`config.mk`:
```
export PLATFORM = sky130hd
export DESIGN_NAME = led_pattern_gen
export DESIGN_NICKNAME = d
export VERILOG_FILES = /design/src/rtl/led_pattern_gen.sv
export SDC_FILE = /design/constraint.sdc
export NUM_CORES = 1
export LEC_CHECK = 0
export CAP_MARGIN = 20
export CORE_MARGIN = 1
export CORE_UTILIZATION = 55
export CTS_CLUSTER_DIAMETER = 200
export DETAILED_ROUTE_END_ITERATION = 8
export DONT_BUFFER_PORTS = 1
export PLACE_DENSITY = 0.7
export SYNTH_ARGS = -nofsm -noshare
export SYNTH_HDL_FRONTEND = slang
export SYNTH_SLANG_ARGS = --single-unit
export TNS_END_PERCENT = 10
```
`constraint.sdc`:
```
create_clock -name clock -period 3.05 [get_ports clock]
set_input_delay 0.305 -clock clock [delete_from_list [all_inputs] [get_ports clock]]
set_output_delay 0.305 -clock clock [all_outputs]
set_load 0.02 [all_outputs]
```
`src/rtl/led_pattern_gen.sv`:
```
// LED pattern sequencer: SHIFT, PINGPONG, FLASH and MIRROR patterns over
// NB_LEDS outputs, advancing one step per i_valid strobe.
//
// Ports:
//   clock      rising-edge system clock
//   i_reset    synchronous active-high reset
//   i_valid    one-cycle step strobe
//   i_reverse  direction toggle, sampled with i_valid
//   i_mode     pattern select: 0 SHIFT, 1 PINGPONG, 2 FLASH, 3 MIRROR
//   o_led      registered LED pattern
//   o_dir      direction register (0 = toward MSB / outer-to-inner)
//   o_mode     active mode register
module led_pattern_gen #(
  parameter int NB_LEDS = 4,
  parameter int NB_MODE = 2
) (
  input  logic               clock,
  input  logic               i_reset,
  input  logic               i_valid,
  input  logic               i_reverse,
  input  logic [NB_MODE-1:0] i_mode,
  output logic [NB_LEDS-1:0] o_led,
  output logic               o_dir,
  output logic [NB_MODE-1:0] o_mode
);

  localparam int H = NB_LEDS / 2;

  generate
    if ((NB_LEDS < 4) || (NB_LEDS % 2 != 0)) begin : g_bad_leds
      $error("led_pattern_gen: NB_LEDS must be even and >= 4");
    end
    if (NB_MODE != 2) begin : g_bad_mode
      $error("led_pattern_gen: NB_MODE must be 2");
    end
  endgenerate

  typedef enum logic [1:0] {
    SHIFT    = 2'd0,
    PINGPONG = 2'd1,
    FLASH    = 2'd2,
    MIRROR   = 2'd3
  } mode_e;

  logic [NB_LEDS-1:0] led_q, led_d;
  logic               dir_q, dir_d;
  mode_e              mode_q, mode_d;

  localparam logic [NB_LEDS-1:0] ALL_ONES = {NB_LEDS{1'b1}};
  localparam logic [NB_LEDS-1:0] BIT0 =
    {{(NB_LEDS-1){1'b0}}, 1'b1};
  localparam logic [NB_LEDS-1:0] BIT1 =
    {{(NB_LEDS-2){1'b0}}, 2'b10};
  localparam logic [NB_LEDS-1:0] BIT_MSB =
    {1'b1, {(NB_LEDS-1){1'b0}}};
  localparam logic [NB_LEDS-1:0] BIT_MSB1 =
    {2'b01, {(NB_LEDS-2){1'b0}}};

  // Mirror pair p lights bit p and its mirror image.
  function automatic logic [NB_LEDS-1:0] pair_pat(input int p);
    logic [NB_LEDS-1:0] r;
    r = '0;
    for (int k = 0; k < NB_LEDS; k++) begin
      if ((k == p) || (k == NB_LEDS - 1 - p)) r[k] = 1'b1;
    end
    return r;
  endfunction

  function automatic logic [NB_LEDS-1:0] start_pat(
    input mode_e m,
    input logic  d
  );
    logic [NB_LEDS-1:0] r;
    r = '0;
    unique case (m)
      SHIFT, PINGPONG: r = d ? BIT_MSB : BIT0;
      FLASH:           r = ALL_ONES;
      MIRROR:          r = '0;
      default:         r = '0;
    endcase
    return r;
  endfunction

  logic               onehot;
  logic [NB_LEDS-1:0] rot_l, rot_r;
  logic [NB_LEDS-1:0] mir_next;
  logic               dir_tog;
  mode_e              mode_in;

  assign onehot  = $onehot(led_q);
  assign rot_l   = {led_q[NB_LEDS-2:0], led_q[NB_LEDS-1]};
  assign rot_r   = {led_q[0], led_q[NB_LEDS-1:1]};
  assign dir_tog = dir_q ^ i_reverse;
  assign mode_in = mode_e'(i_mode);

  // Next MIRROR value: blank -> pair 0 .. pair H-1 -> blank for dir=0,
  // the reverse order for dir=1; anything unrecognised goes blank.
  always_comb begin
    mir_next = '0;
    if (led_q == '0) begin
      mir_next = dir_q ? pair_pat(H - 1) : pair_pat(0);
    end else begin
      for (int p = 0; p < H; p++) begin
        if (led_q == pair_pat(p)) begin
          if (!dir_q && (p != H - 1)) mir_next = pair_pat(p + 1);
          if (dir_q && (p != 0))      mir_next = pair_pat(p - 1);
        end
      end
    end
  end

  always_comb begin
    led_d  = led_q;
    dir_d  = dir_q;
    mode_d = mode_q;
    if (i_valid) begin
      if (mode_in != mode_q) begin
        // Mode switch: load the start pattern, no step.
        mode_d = mode_in;
        dir_d  = dir_tog;
        led_d  = start_pat(mode_in, dir_tog);
      end else begin
        // Step uses the old direction; the toggle lands afterwards.
        dir_d = dir_tog;
        unique case (mode_q)
          SHIFT: begin
            if (!onehot)    led_d = start_pat(SHIFT, dir_q);
            else if (dir_q) led_d = rot_r;
            else            led_d = rot_l;
          end
          PINGPONG: begin
            if (!onehot) begin
              led_d = start_pat(PINGPONG, dir_q);
            end else if (!dir_q && led_q[NB_LEDS-1]) begin
              led_d = BIT_MSB1;
              dir_d = 1'b1;
            end else if (dir_q && led_q[0]) begin
              led_d = BIT1;
              dir_d = 1'b0;
            end else if (dir_q) begin
              led_d = led_q >> 1;
            end else begin
              led_d = led_q << 1;
            end
          end
          FLASH: begin
            if (led_q == ALL_ONES) led_d = '0;
            else                   led_d = ALL_ONES;
          end
          MIRROR: led_d = mir_next;
          default: led_d = led_q;
        endcase
      end
    end
  end

  always_ff @(posedge clock) begin
    if (i_reset) begin
      led_q  <= '0;
      dir_q  <= 1'b0;
      mode_q <= SHIFT;
    end else begin
      led_q  <= led_d;
      dir_q  <= dir_d;
      mode_q <= mode_d;
    end
  end

  assign o_led  = led_q;
  assign o_dir  = dir_q;
  assign o_mode = mode_q;

endmodule

```
==> flow_summary_export.csv, run 1 <==
group,metric,value,unit
run_status,status,"finished clean",
setup_path,crit_type,"reg2reg",
floorplan,start_util,0.600,
floorplan,fp-row-count,13,
power,p_sw,136,uW
sta,rsz0062_at_grt,"no",
setup_path,worstSetupStartpoint,"o_led[0]",
job,max_cap_violations,0,
global_route,grt_use_met2,0.375,
clock_tree,cts_tree,"built",
sta,finalHoldViolations,0,
routing,drcViolationCount,0,
floorplan,chipWidth,39.9,um
setup_path,r2r_cells,10,
synthesis,yosys_most_used_dff,"dfxtp_1",
cells_and_area,final_util,0.616,
clock_tree,post_cts_buffers,0,
clock_tree,clk_path_buf_depth,2,
setup_path,arrival,2820,ps
clock_tree,cts.htree.levels,1,
synthesis,ys_types,37,
sta,setup_viol,0,
cells_and_area,layout_common_cells,"inv_1, nand2_1, a21oi_1, dfxtp_1",
cells_and_area,final_common_cell,"inv_1",
sta,fin_tns_setup,0,ps
routing,dr.pass1.iters,4,
placement,dp_hpwl,1360,um
routing,drt_iter0_drc,39,
routing,wl_per_cell,15.0,um
sta,finalClockSkew,5.39,ps
clock_tree,clk_pin_slew,60,ps
clock_tree,hold_buffers,0,
routing,ant_nets,0,
global_route,grt_pass1_vias,609,
clock_tree,clock_sinks,7,
cells_and_area,antenna_cells,0,
cells_and_area,fin_nets,117,
power,power.leakage,0.325,nW
routing,vias,757,
routing,drt-total-wl,1770,um
global_route,gr-usage-all-layers,0.262,
sta,hold_ws,102,ps
floorplan,chipHeight,39.9,um
setup_path,start_kind,"register",
power,peakVddDrop,238,uV
power,power_frac_clock,0.246,
synthesis,syn_area,791,um^2
synthesis,synth_edf_count,0,
clock_tree,root_buffer,"clkbuf_4",
clock_tree,clock_latency,260,ps
placement,globalplace.congestion,0.874,
setup_path,r2r-start,"o_led[0]",
sta,drv_slew,0,
clock_tree,post_cts_resized,0,
cells_and_area,drive_above_1_share,0.117,
sta,layout_min_cycle_time,2680,ps
power,internal_power,216,uW
min_path,hold_start,"i_reset",
cells_and_area,syn2layout_area_growth,2.69,%
power,combPwrFrac,0.416,
power,seqPwrFrac,0.338,
routing,vias_per_cell,6.42,
synthesis,yosysSeqAreaShare,0.177,
sta,period_share,0.878,
clock_tree,numCtsBuffers,3,
global_route,gr-usage-met3,0.119,
setup_path,endpoint_kind,"register",
synthesis,ys_seq_elements,7,
power,power_switching_share,0.386,
global_route,met1_usage,0.330,
min_path,worstHoldPathType,"in2reg",
floorplan,core_area,0.00132,mm^2
min_path,whs_path_depth,1,
synthesis,avgSynthCellArea,7.68,um^2
global_route,antenna_found_initial,0,
synthesis,synth_cells,103,
synthesis,yosysWarnings,0,
synthesis,syn_nets,116,
global_route,top_usage_layer,"met2",
setup_path,cp_max_fo,4,
setup_path,required,3190,ps
placement,port_buffers,0,
global_route,grt_max_degree,20,
synthesis,async_flop_share,0,
power,powerDensity,433,mW/mm^2
global_route,grt-ovfl-total,0,
sta,fmax,373,MHz
sta,tightest_slew,728,ps
global_route,grt_pass1_wl,2670,um
sta,slew_headroom,0.514,
floorplan,io_pins,13,
floorplan,die-area,0.00159,mm^2
==> path summary, 6_finish.rpt <==
kind	endpoint	slack, ps
worst max-delay path	o_led[3]	370
worst min-delay path	o_dir	100
worst min register to register	o_led[1]	610
worst max register to register	o_led[3]	370
==> synthesized netlist by cell type, drive strengths merged, types with 2 or more instances <==
library cell | number | share of area
a221oi | 3 | 0.033
a21oi | 7 | 0.044
ha | 6 | 0.095
a211oi | 2 | 0.025
buf | 6 | 0.054
inv | 11 | 0.052
and3 | 2 | 0.016
xnor2 | 3 | 0.043
nand2 | 10 | 0.047
dfxtp | 7 | 0.18
nand2b | 3 | 0.024
nor3 | 3 | 0.019
a31oi | 2 | 0.016
nand3 | 2 | 0.013
mux2i | 3 | 0.038
o22ai | 5 | 0.040
nand4 | 2 | 0.016
o21ai | 8 | 0.055
nor2 | 5 | 0.024
==> state kept, by name (all words and copies together) (netlist names) <==
| name | flops |
|---|---|
| o_led | 4 |
| o_mode | 2 |
| o_dir | 1 |
==> power groups by stage <==
| stage | Sequential, mW | Combinational, mW | Clock (mW) |
|---|---|---|---|
| after CTS | 0.119 | 0.145 | 0.0927 |
| after global placement | 0.121 | 0.143 | 0 |
| final | 0.119 | 0.146 | 0.0866 |
| after floorplan | 0.119 | 0.124 | 0 |
| after global routing | 0.122 | 0.160 | 0.101 |
| after detailed placement | 0.121 | 0.145 | 0 |
==> per-stage QoR <==
step / worst slack, ps / std cells / area, um^2 / power [mW]
2_1_floorplan: 194 / 103 / 791 / 0.243
3_3_place_gp: 423 / 114 / 786 / 0.264
4_1_cts: 361 / 118 / 812 / 0.357
6_report: 372 / 118 / 812 / 0.352
5_1_grt: 180 / 118 / 812 / 0.384
3_5_place_dp: 357 / 114 / 786 / 0.266
==> cell type report <==
class / instances / area (um^2)
Tap cell: 15 / 18.8
Multi-Input combinational cell: 78 / 563
Sequential cell: 7 / 140
Fill cell: 124 / 505
Clock buffer: 4 / 26.3
Timing Repair Buffer: 3 / 22.5
Inverter: 11 / 41.3
==> critical path, cell delays in order, from the launching register on <==
cell and delay (ps):
dfxtp_1 320, inv_1 110, fa_1 540, inv_1 40
ha_1 170, ha_1 330, or3b_4 430, o21ai_1 130
o31ai_1 90, a221oi_1 300, a211oi_1 100
==> cells by family (layout without fill, tap and decap cells) <==
group	Yosys count	in the layout	synth area share
AOI/OAI and AO/OA	33	33	0.282
xor gates and xnor gates	3	3	0.0427
adders and majority gates	7	7	0.120
buffers and inverters	18	18	0.111
DFF	7	7	0.177
muxes	3	3	0.0380
and+or+nand+nor	32	32	0.229
==> layer usage <==
layer	vias up	part of all wire	wire length [um]
met3	4	0.11	193
met2	45	0.45	795
met1	334	0.43	758
li1	374	-	-
met5	-	0	0
met4	0	0.013	23
Note: power is estimated with default switching activity, not from simulation.
==> inputs of run 2 (changes only) <==
- SLEW_MARGIN: default -> 20
==> results of run 2 <==
Same layout as run 1: the final DEF is identical, and so are final timing and power.
==> inputs of run 3 (changes only) <==
- CORE_MARGIN: 1 -> default
==> results of run 3 <==
Same layout as run 1: the final DEF is identical, and so are final timing and power.
